===== src/rtl/eight_point_ifft_if.sv =====
// Stream bundle for the eight-point IFFT.
// Input side:  in_valid / in_ready handshake carrying one complex bin
//              (in_real, in_imag) per beat.
// Output side: out_valid / out_ready handshake carrying one complex time
//              sample (out_real, out_imag) per beat, out_last marking n = 7.
// busy:        block is computing or draining a frame.
// Modports: master = the side that feeds bins and consumes samples,
//           slave  = the IFFT block itself.
interface eight_point_ifft_if #(
  parameter int W = 16
);
  logic         in_valid;
  logic         in_ready;
  logic [W-1:0] in_real;
  logic [W-1:0] in_imag;
  logic         out_valid;
  logic         out_ready;
  logic [W-1:0] out_real;
  logic [W-1:0] out_imag;
  logic         out_last;
  logic         busy;

  modport master (
    output in_valid, in_real, in_imag, out_ready,
    input  in_ready, out_valid, out_real, out_imag, out_last, busy
  );

  modport slave (
    input  in_valid, in_real, in_imag, out_ready,
    output in_ready, out_valid, out_real, out_imag, out_last, busy
  );
endinterface


===== src/rtl/eight_point_ifft.sv =====
// Sequential 8-point radix-2 DIT inverse FFT with 1/8 normalisation
// (one arithmetic halving per stage). One shared butterfly is iterated
// over 3 stages x 4 butterflies on an 8-entry complex register file.
// Ports:
//   clk  - rising-edge clock
//   rst  - asynchronous active-high reset, aborts any frame in flight
//   bus  - eight_point_ifft_if.slave: bins in, time samples out, busy
// Frame flow: LOAD (8 bins, stored bit-reversed) -> COMPUTE (12 cycles)
//   -> UNLOAD (one cycle to fill the output register, then 8 samples).
// Optional build macro IFFT_SIGN_MAG_EN: bins and samples are
//   sign-magnitude on the bus; internally everything is two's complement.
module eight_point_ifft #(
  parameter int W = 16
) (
  input  logic               clk,
  input  logic               rst,
  eight_point_ifft_if.slave  bus
);
  localparam int WE = W + 2;
  localparam logic signed [WE-1:0] SAT_MAX = {3'b000, {(W-1){1'b1}}};
  localparam logic signed [WE-1:0] SAT_MIN = {3'b111, {(W-1){1'b0}}};

  typedef enum logic [1:0] {LOAD, COMPUTE, UNLOAD} state_t;

  state_t                state;
  logic [2:0]            cnt;      // load index, then unload index
  logic [1:0]            stage;
  logic [1:0]            bfly;
  logic signed [W-1:0]   mem_re [8];
  logic signed [W-1:0]   mem_im [8];

  // cos(pi/4) approximated by shifts only (~0.70703)
  function automatic logic signed [WE-1:0] c_mul(input logic signed [WE-1:0] v);
    return (v >>> 1) + (v >>> 3) + (v >>> 4) + (v >>> 6) + (v >>> 8);
  endfunction

  function automatic logic signed [W-1:0] sat(input logic signed [WE-1:0] v);
    if (v > SAT_MAX)      return SAT_MAX[W-1:0];
    else if (v < SAT_MIN) return SAT_MIN[W-1:0];
    else                  return v[W-1:0];
  endfunction

  // ---------------- bus format conversion ----------------
  logic               accept;
  logic [2:0]         unl_idx;
  logic signed [W-1:0] load_re, load_im;
  logic [W-1:0]        unl_re, unl_im;

  assign accept  = bus.in_valid && bus.in_ready;
  // Output register is filled with x[0] on the priming cycle, then with
  // the next sample on every handshake.
  assign unl_idx = bus.out_valid ? cnt + 3'd1 : 3'd0;

`ifdef IFFT_SIGN_MAG_EN
  function automatic logic signed [W-1:0] from_sm(input logic [W-1:0] v);
    logic signed [W-1:0] mag;
    mag = {1'b0, v[W-2:0]};
    return v[W-1] ? -mag : mag;   // -0 collapses to 0
  endfunction

  function automatic logic [W-1:0] to_sm(input logic signed [W-1:0] v);
    logic [W-1:0] neg;
    neg = -v;
    if (!v[W-1])                         return v;
    else if (v == SAT_MIN[W-1:0])        return '1;  // -2^(W-1) has no magnitude code
    else                                 return {1'b1, neg[W-2:0]};
  endfunction

  assign load_re = from_sm(bus.in_real);
  assign load_im = from_sm(bus.in_imag);
  assign unl_re  = to_sm(mem_re[unl_idx]);
  assign unl_im  = to_sm(mem_im[unl_idx]);
`else
  assign load_re = bus.in_real;
  assign load_im = bus.in_imag;
  assign unl_re  = mem_re[unl_idx];
  assign unl_im  = mem_im[unl_idx];
`endif

  // ---------------- shared butterfly ----------------
  logic [2:0]           p, q, lo, tk_full;
  logic [1:0]           tk;
  logic signed [WE-1:0] xr, xi, pr, pi, tr, ti, sum_re, sum_im, dif_re, dif_im;
  logic signed [W-1:0]  new_p_re, new_p_im, new_q_re, new_q_im;

  always_comb begin
    // NOTE: every variable gets a value on every path so no latch is inferred.
    lo      = {1'b0, bfly} & ((3'd1 << stage) - 3'd1);           // b mod h
    p       = (({1'b0, bfly} >> stage) << (stage + 2'd1)) | lo;  // (b/h)*2h + b mod h
    q       = p + (3'd1 << stage);
    tk_full = lo << (2'd2 - stage);                              // (b mod h)*(4/h)
    tk      = tk_full[1:0];
    xr      = {{2{mem_re[q][W-1]}}, mem_re[q]};
    xi      = {{2{mem_im[q][W-1]}}, mem_im[q]};
    pr      = {{2{mem_re[p][W-1]}}, mem_re[p]};
    pi      = {{2{mem_im[p][W-1]}}, mem_im[p]};
    // t = x[q] * e^{+j*2*pi*tk/8}
    case (tk)
      2'd0:    begin tr = xr;              ti = xi;              end
      2'd1:    begin tr = c_mul(xr - xi);  ti = c_mul(xr + xi);  end
      2'd2:    begin tr = -xi;             ti = xr;              end
      default: begin tr = -c_mul(xr + xi); ti = c_mul(xr - xi);  end
    endcase
    sum_re   = (pr + tr) >>> 1;
    sum_im   = (pi + ti) >>> 1;
    dif_re   = (pr - tr) >>> 1;
    dif_im   = (pi - ti) >>> 1;
    new_p_re = sat(sum_re);
    new_p_im = sat(sum_im);
    new_q_re = sat(dif_re);
    new_q_im = sat(dif_im);
  end

  // NOTE: the register file has no reset; a new frame always overwrites all
  // eight entries before they are read, so clearing it would buy nothing.
  always_ff @(posedge clk) begin
    if (state == LOAD && accept) begin
      mem_re[{cnt[0], cnt[1], cnt[2]}] <= load_re;   // bit-reversed address
      mem_im[{cnt[0], cnt[1], cnt[2]}] <= load_im;
    end else if (state == COMPUTE) begin
      mem_re[p] <= new_p_re;
      mem_im[p] <= new_p_im;
      mem_re[q] <= new_q_re;
      mem_im[q] <= new_q_im;
    end
  end

  // ---------------- control FSM with registered outputs ----------------
  // NOTE: sequential state uses non-blocking assignments so every register
  // samples pre-edge values regardless of statement order.
  always_ff @(posedge clk or posedge rst) begin
    if (rst) begin
      state         <= LOAD;
      cnt           <= '0;
      stage         <= '0;
      bfly          <= '0;
      bus.in_ready  <= 1'b1;
      bus.busy      <= 1'b0;
      bus.out_valid <= 1'b0;
      bus.out_last  <= 1'b0;
      bus.out_real  <= '0;
      bus.out_imag  <= '0;
    end else begin
      case (state)
        LOAD: begin
          if (accept) begin
            cnt <= cnt + 3'd1;   // wraps to 0 after the 8th bin
            if (cnt == 3'd7) begin
              state        <= COMPUTE;
              bus.in_ready <= 1'b0;
              bus.busy     <= 1'b1;
            end
          end
        end
        COMPUTE: begin
          if (bfly == 2'd3) begin
            bfly <= '0;
            if (stage == 2'd2) begin
              stage <= '0;
              state <= UNLOAD;
            end else begin
              stage <= stage + 2'd1;
            end
          end else begin
            bfly <= bfly + 2'd1;
          end
        end
        UNLOAD: begin
          if (!bus.out_valid) begin
            bus.out_valid <= 1'b1;
            bus.out_real  <= unl_re;
            bus.out_imag  <= unl_im;
            bus.out_last  <= 1'b0;
          end else if (bus.out_ready) begin
            if (cnt == 3'd7) begin
              state         <= LOAD;
              cnt           <= '0;
              bus.out_valid <= 1'b0;
              bus.out_last  <= 1'b0;
              bus.in_ready  <= 1'b1;
              bus.busy      <= 1'b0;
            end else begin
              cnt          <= cnt + 3'd1;
              bus.out_real <= unl_re;
              bus.out_imag <= unl_im;
              bus.out_last <= (cnt == 3'd6);
            end
          end
        end
        default: state <= LOAD;
      endcase
    end
  end
endmodule

===== src/flat_wrapper.sv =====
// flat-port wrapper written by rule: the top's interface ports become plain ports
module eight_point_ifft_flat 
#(
  parameter int W = 16
)
  (clk, rst, bus_in_valid, bus_in_real, bus_in_imag, bus_out_ready, bus_in_ready, bus_out_valid, bus_out_real, bus_out_imag, bus_out_last, bus_busy);
  eight_point_ifft_if #(.W(W)) bus_i ();
  input  logic clk;
  input  logic rst;
  input wire logic [$bits(bus_i.in_valid)-1:0] bus_in_valid;
  input wire logic [$bits(bus_i.in_real)-1:0] bus_in_real;
  input wire logic [$bits(bus_i.in_imag)-1:0] bus_in_imag;
  input wire logic [$bits(bus_i.out_ready)-1:0] bus_out_ready;
  output wire logic [$bits(bus_i.in_ready)-1:0] bus_in_ready;
  output wire logic [$bits(bus_i.out_valid)-1:0] bus_out_valid;
  output wire logic [$bits(bus_i.out_real)-1:0] bus_out_real;
  output wire logic [$bits(bus_i.out_imag)-1:0] bus_out_imag;
  output wire logic [$bits(bus_i.out_last)-1:0] bus_out_last;
  output wire logic [$bits(bus_i.busy)-1:0] bus_busy;
  assign bus_i.in_valid = bus_in_valid;
  assign bus_i.in_real = bus_in_real;
  assign bus_i.in_imag = bus_in_imag;
  assign bus_i.out_ready = bus_out_ready;
  assign bus_in_ready = bus_i.in_ready;
  assign bus_out_valid = bus_i.out_valid;
  assign bus_out_real = bus_i.out_real;
  assign bus_out_imag = bus_i.out_imag;
  assign bus_out_last = bus_i.out_last;
  assign bus_busy = bus_i.busy;
  eight_point_ifft #(.W(W)) u_core (.clk(clk), .rst(rst), .bus(bus_i));
endmodule

===== config.mk =====
export PLATFORM = sky130hd
export DESIGN_NAME = eight_point_ifft_flat
export DESIGN_NICKNAME = d
export VERILOG_FILES = /design/src/rtl/eight_point_ifft_if.sv /design/src/rtl/eight_point_ifft.sv /design/src/flat_wrapper.sv
export SDC_FILE = /design/constraint.sdc
export NUM_CORES = 1
export LEC_CHECK = 0
export ABC_AREA = 1
export BUFFER_PORTS_ARGS = -buffer_cell sky130_fd_sc_hd__buf_4
export CORE_MARGIN = 3
export CORE_UTILIZATION = 62
export DETAILED_ROUTE_END_ITERATION = 10
export PLACE_DENSITY = 0.79
export SLEW_MARGIN = 20
export SYNTH_ARGS = -nofsm -noshare
export SYNTH_HDL_FRONTEND = slang
export SYNTH_SLANG_ARGS = --single-unit

===== constraint.sdc =====
create_clock -name clk -period 26.8 [get_ports clk]
set_clock_uncertainty 0.1 [all_clocks]
set_input_delay 1.34 -clock clk [delete_from_list [all_inputs] [get_ports clk]]
set_output_delay 1.34 -clock clk [all_outputs]
set_load 0.1 [all_outputs]

# [Word level (Yosys, flattened, before mapping)]
# Memories as Yosys holds them, arrays and structs flattened.
# Index checks and enable logic that the tools add are counted.
[word_totals] ff_bits=45 latch_bits=0 ramBits=256 romBits=0 inputBits=36 out_inout_bits=36 word_cells=137 n_memories=2
[op_classes] add_sub_neg=22 n_mul=0 n_div=0 magnitude_cmp=8 eq_ne=17 shifts=4 muxes=59 bitwise=2 reduce_logical=13
[memory_table] memory="u_core.mem_im" depth=8 width=16 read_ports=3 rd_clocked_by_memory_dff=0 wr=2 line_no="eight_point_ifft.sv:30" source="logic signed [W-1:0] mem_im [8];"
[memory_table] memory="u_core.mem_re" depth=8 width=16 read_ports=3 rd_clocked_by_memory_dff=0 wr=2 line_no="eight_point_ifft.sv:29" source="logic signed [W-1:0] mem_re [8];"
[ops] operator="$mux W16" n=16
[ops] operator="$pmux W18 S3" n=2
[ops] operator="$gt A17 B16 Y1 const B" n=4
[ops] operator="$lt A17 B16 Y1 const B" n=4
[ops] operator="$add A16 B18 Y18" n=2
[ops] operator="$add A17 B13 Y18" n=2
[ops] operator="$add A18 B11 Y18" n=2
[ops] operator="$add A18 B9 Y18" n=2
[ops] operator="$sub A16 B18 Y18" n=2
[ops] operator="$add A16 B14 Y17" n=2
[ops] operator="$reduce_or A16 Y1" n=2
[ops] operator="$mux W1" n=21
[ops] operator="$mux W3" n=7
[ops] operator="$mux W2" n=9
[ops] operator="$neg A16 Y18" n=1
[ops] operator="$neg A18 Y18" n=1
[ops] operator="$add A16 B16 Y17" n=1
[ops] operator="$sub A16 B16 Y17" n=1
[ops] operator="$ne A2 B2 Y1 const B" n=6
[ops] operator="$eq A2 B2 Y1 const B" n=4
[ops] operator="$reduce_and A7 Y1" n=1
[ops] operator="$eq A3 B3 Y1 const B" n=2
[ops] operator="$ne A2 B1 Y1 const B" n=3
[ops] operator="$pmux W2 S3" n=1
[ops] operator="other kinds (21)" n=27

# [Longest topological paths before layout]
# An unclocked memory read counts as a cell.
[logic_depth] word_depth=18 mapped_depth=74 mapped_depth_nobuf=67

# [Least setup slack after synthesis]
# Ideal clock, no wire load.
[synth_timing] kind="register -> register" startpoint="register u_core.stage[0]" endpoint="memory u_core.mem_re[2][4], data pin" setup_ns=0.254 arrival_ns=11.008 required_time_ns=26.446 slack_ns=15.438 stages_incl_launch_ff=63 n_path_buf=11 period_less_slack_ns=11.362 path_cell_list="dfrtp_1 inv_2 ha_1 inv_1 nand2_1 o21ai_2 clkbuf_1 clkbuf_1 clkbuf_1 clkbuf_1 ha_1 buf_2 buf_2 buf_2 buf_1 clkbuf_1 a21oi_1 o2111ai_1 (+27 left out) o21ai_0 nand3_1 nand2_1 inv_1 ha_1 inv_1 nor3_1 nand2_1 o211a_1 nand2_1 inv_1 nand3_1 nand3_1 nand2_2 buf_6 nand2_2 nand3_1 nand2_1"
[synth_rtl] item="start: declaration" line_no="eight_point_ifft.sv:27" source="logic [1:0] stage;"
[synth_rtl] item="start signal: assignment" line_no="eight_point_ifft.sv:162" source="stage <= stage + 2'd1;"
[synth_rtl] item="end: declaration" line_no="eight_point_ifft.sv:29"

==> impl_metrics.prom <==
# TYPE chip_impl_metric gauge
chip_impl_info{name="synth_top_area_cell",value="sky130_fd_sc_hd__edfxtp_1"} 1
chip_impl_metric{name="timing_worst_slew_pin_value",unit="ns"} 1.207
chip_impl_metric{name="worst_ep_arrival_time",unit="ns"} 14.45
chip_impl_metric{name="dp_worst_setup_slack",unit="ns"} 13.16
chip_impl_metric{name="route.final.wire_length",unit="um"} 121700
chip_impl_metric{name="rows",unit=""} 81
chip_impl_metric{name="timing.final.ws_setup",unit="ns"} 12.56
chip_impl_metric{name="synth.avg_cell_area",unit="um2"} 6.788
chip_impl_metric{name="cp_data_required_time",unit="ns"} 27.01
chip_impl_metric{name="die-area",unit="mm2"} 0.05302
chip_impl_metric{name="number_of_different_library_cells_in_the_post_synthesis_netlist",unit=""} 63
chip_impl_metric{name="clkLatencyLatePin",unit="ns"} 0.57
chip_impl_metric{name="fmax",unit="MHz"} 70.24
chip_impl_metric{name="max_cap_viol_count",unit=""} 0
chip_impl_metric{name="synth_seq_cells",unit=""} 301
chip_impl_metric{name="critPathMaxStageDelay",unit="ns"} 0.69
chip_impl_metric{name="multi_input_comb_area",unit="mm2"} 0.01923
chip_impl_metric{name="dr.pass1.iters",unit=""} 7
chip_impl_metric{name="cts_inserted_buffers",unit=""} 36
chip_impl_metric{name="number_of_vias_after_detailed_routing",unit=""} 33150
chip_impl_metric{name="synth_cells",unit=""} 4594
chip_impl_metric{name="finalCritPeriodShare",unit="%"} 53.12
chip_impl_metric{name="final_period_minus_worst_setup_slack",unit="ns"} 14.24
chip_impl_metric{name="fill_cells",unit=""} 4510
chip_impl_info{name="crit_type",value="register to register"} 1
chip_impl_metric{name="layout-drive-gt1-share",unit="%"} 6.827
chip_impl_metric{name="largest_net_degree_at_the_start_of_global_routing",unit=""} 112
chip_impl_metric{name="initial_cell_density_of_the_core",unit="%"} 63.18
chip_impl_metric{name="clock_tree.htree_level_count",unit=""} 2
chip_impl_metric{name="die_w",unit="um"} 230.3
chip_impl_info{name="synth.top_cells.by_area",value="sky130_fd_sc_hd__edfxtp_1 (25%), sky130_fd_sc_hd__nand2_1 (15%), sky130_fd_sc_hd__nand3_1 (7.8%)"} 1
chip_impl_info{name="yosys_most_used_dff",value="sky130_fd_sc_hd__edfxtp_1"} 1
chip_impl_metric{name="top_level_ports",unit=""} 72
chip_impl_metric{name="postCtsSetupRepairBufs",unit=""} 0
chip_impl_metric{name="sequential_standard_cell_area",unit="mm2"} 0.008815
chip_impl_metric{name="routedWlPerCell",unit="um"} 23.58
chip_impl_metric{name="synth.net_count",unit=""} 4859
chip_impl_info{name="crit_top_cell",value="sky130_fd_sc_hd__inv_1"} 1
chip_impl_metric{name="report.final.slew_viol_count",unit=""} 0
chip_impl_metric{name="number_of_enable_type_register_cells_in_the_synthesized_netlist",unit=""} 256
chip_impl_metric{name="ctsLongestPathBuffers",unit=""} 3
chip_impl_metric{name="synth_warnings",unit=""} 0
chip_impl_metric{name="grt_pass1_wl",unit="um"} 181100
chip_impl_info{name="synth_top_family_by_area",value="simple AND/OR/NAND/NOR gates"} 1
chip_impl_metric{name="ctsResizeCount",unit=""} 0
chip_impl_metric{name="timing_hold_violations_final",unit=""} 0
chip_impl_metric{name="synth_top_cell_area_share",unit="%"} 24.65
chip_impl_metric{name="tns",unit="ns"} 0
chip_impl_metric{name="drt-initial-drc-count",unit=""} 5230
chip_impl_metric{name="synth.cell_area",unit="mm2"} 0.03118
chip_impl_metric{name="synth_simple_gate_area_share",unit="%"} 29.43
chip_impl_metric{name="relSlewSlack",unit="%"} 19.01
chip_impl_metric{name="num-nets-final",unit=""} 4740
chip_impl_metric{name="area.growth.synth_to_final",unit="%"} 6.006
chip_impl_metric{name="first_global_vias",unit=""} 30160
chip_impl_metric{name="synth_sequential_area_ratio",unit="%"} 28.27
chip_impl_metric{name="route.met2.wl",unit="um"} 50120
chip_impl_metric{name="antenna_found_initial",unit=""} 5
chip_impl_info{name="cts_tree",value="yes"} 1
chip_impl_info{name="run_status",value="complete, no violations"} 1
chip_impl_metric{name="routed_via_density",unit=""} 6.422
chip_impl_info{name="crit_path_top_delay_cell",value="sky130_fd_sc_hd__fa_1"} 1
chip_impl_metric{name="grtUsageTotal",unit="%"} 44.76
chip_impl_metric{name="die_y",unit="um"} 230.3
chip_impl_metric{name="ys_async_sr_fraction",unit="%"} 14.95
chip_impl_metric{name="core-area",unit="mm2"} 0.04936
chip_impl_metric{name="synthesized_area_fraction_occupied_by_xor_and_xnor_cells",unit="%"} 2.893
chip_impl_metric{name="synth_compound_gate_area_share",unit="%"} 17.97
chip_impl_info{name="timing.hold.worst.class",value="register to register"} 1
chip_impl_metric{name="post-dp-hpwl",unit="um"} 83130
chip_impl_info{name="synth_common_cells",value="sky130_fd_sc_hd__nand2_1 (1255), sky130_fd_sc_hd__inv_1 (554), sky130_fd_sc_hd__nand3_1 (488)"} 1
chip_impl_metric{name="muxShareOfSynthArea",unit="%"} 0.06420
chip_impl_metric{name="sum_of_overflow_across_all_layers_after_global_routing",unit=""} 0
chip_impl_info{name="cts_root_buffer",value="sky130_fd_sc_hd__clkbuf_16"} 1
chip_impl_info{name="unrepaired_setup_endpoints_after_global_routing",value="no"} 1
chip_impl_metric{name="worst_setup_hold_path_clk_slew",unit="ns"} 0.06
chip_impl_metric{name="met1Wirelength",unit="um"} 44030
chip_impl_info{name="route.top_layer_used",value="met5"} 1
chip_impl_metric{name="number_of_clock_sinks",unit=""} 301
chip_impl_info{name="synthMostInstantiatedCell",value="sky130_fd_sc_hd__nand2_1"} 1
chip_impl_metric{name="drc",unit=""} 0
chip_impl_metric{name="drtAntennaViolNets",unit=""} 0
chip_impl_info{name="end_kind",value="register"} 1
chip_impl_metric{name="synth-adder-area-share",unit="%"} 10.73
chip_impl_metric{name="place.port_buffers",unit=""} 71
chip_impl_metric{name="met3_wirelength",unit="um"} 19380
chip_impl_metric{name="cts-hold-fix-buffers",unit=""} 0
chip_impl_metric{name="place.gp.congestion",unit=""} 1.098
chip_impl_metric{name="timing.final.setup_violations",unit=""} 0
chip_impl_metric{name="critical_path.max_fanout",unit=""} 49
chip_impl_info{name="worstSetupStartpointType",value="register"} 1
[state kept, by name (all words and copies together) (netlist names)]
name	flops
u_core.state	2
u_core.mem_im	128
u_core.bus.out_last	1
u_core.bfly	2
u_core.bus.out_valid	1
u_core.stage	2
u_core.bus.out_real	16
u_core.mem_re	128
u_core.bus.in_ready	1
u_core.cnt	3
u_core.bus.busy	1
u_core.bus.out_imag	16
[cell usage in the layout, fill, tap and decap left out, types with 9 or more instances in the layout]
master,netlist,layout
sky130_fd_sc_hd__ha_1,165,164
sky130_fd_sc_hd__nand2_4,12,13
sky130_fd_sc_hd__buf_4,6,123
sky130_fd_sc_hd__or2_2,40,40
sky130_fd_sc_hd__nor2_2,2,10
sky130_fd_sc_hd__clkbuf_16,0,36
sky130_fd_sc_hd__o21ai_1,11,11
sky130_fd_sc_hd__nand4_1,16,16
sky130_fd_sc_hd__o31ai_1,26,26
sky130_fd_sc_hd__a22oi_1,12,12
sky130_fd_sc_hd__o21bai_1,18,18
sky130_fd_sc_hd__edfxtp_1,256,256
sky130_fd_sc_hd__a21oi_1,267,266
sky130_fd_sc_hd__o21ai_4,0,9
sky130_fd_sc_hd__o211ai_1,113,113
sky130_fd_sc_hd__inv_1,554,550
sky130_fd_sc_hd__clkinv_1,12,20
sky130_fd_sc_hd__fa_1,64,64
sky130_fd_sc_hd__o221ai_1,34,34
sky130_fd_sc_hd__dfrtp_1,44,44
sky130_fd_sc_hd__o22ai_1,44,44
sky130_fd_sc_hd__nor3_1,32,32
sky130_fd_sc_hd__inv_2,7,9
sky130_fd_sc_hd__nand2_1,1255,1253
sky130_fd_sc_hd__xor2_1,92,92
sky130_fd_sc_hd__o21ai_0,375,367
sky130_fd_sc_hd__nor2_1,240,229
sky130_fd_sc_hd__nand3_1,488,487
sky130_fd_sc_hd__nand3_2,9,10
sky130_fd_sc_hd__nand2_2,26,27
sky130_fd_sc_hd__xnor2_1,11,11
[kinds of logic (layout without fill, tap and decap cells)]
| kind of cell | Yosys count | in the layout |
|---|---|---|
| simple gates | 2146 | 2146 |
| compound gates | 960 | 960 |
| buf+inv | 853 | 756 |
| flops | 301 | 301 |
| fa+ha+maj | 229 | 229 |
| xor+xnor | 103 | 103 |
| mux | 2 | 2 |
| other cells | 0 | 1 |
[through the flow]
| stage | hold WS, ns | instance area, um2 | cells | util, % |
|---|---|---|---|---|
| after detailed placement | 0.3896 | 31950 | 5101 | 64.74 |
| final | 0.3979 | 33060 | 5162 | 66.98 |
| after CTS | 0.4077 | 33060 | 5161 | 66.97 |
| after global routing | 0.4464 | 33060 | 5161 | 66.97 |
| after floorplan | 0.4182 | 31180 | 4594 | - |
| after global placement | 0.3806 | 31950 | 5101 | 64.74 |
[per-layer routing]
layer,up-vias,global-route usage [%]
met4,12,23.29
met1,14960,57.43
li1,15040,-
met2,2551,65.87
met3,587,16.46
met5,-,2.206
[layout make-up]
| class | instances | share of cell area (%) |
|---|---|---|
| diodes | 1 | 0.007570 |
| flip-flops and latches | 301 | 26.66 |
| clock inverters | 19 | 0.5602 |
| clock buffers | 41 | 2.782 |
| multi-input cells | 3440 | 58.17 |
| well taps | 664 | 2.513 |
| inverters | 573 | 6.514 |
| repair buffers | 123 | 2.793 |
[path summary, 6_finish.rpt]
| check | start | to | slack (ns) | cells after the start |
|---|---|---|---|---|
| max | u_core.stage[0] | u_core.mem_re[7][0] | 12.56 | 52 |
| min | u_core.bus.busy | u_core.bus.busy | 0.40 | 2 |
| max reg2reg | u_core.stage[0] | u_core.mem_re[7][0] | 12.56 | 52 |
| min reg2reg | u_core.bus.busy | u_core.bus.busy | 0.40 | 2 |
| max in group asynchronous | rst | u_core.bus.out_real[9] | 25.01 | 3 |
| min in group asynchronous | rst | u_core.cnt[2] | 0.98 | 3 |
[worst max-delay path, delay by kind of cell (launching register included)]
family	cells	cell delay, ns
buffers and inverters	13	2.31
DFF	1	0.44
AOI/OAI and AO/OA	5	1.67
xor gates and xnor gates	3	0.92
adders and majority gates	9	4.22
and+or+nand+nor	22	4.29
Power is left out: the tool's default activity adds up to more than one toggle a clock period on the data nets, which glitch-free logic cannot reach.
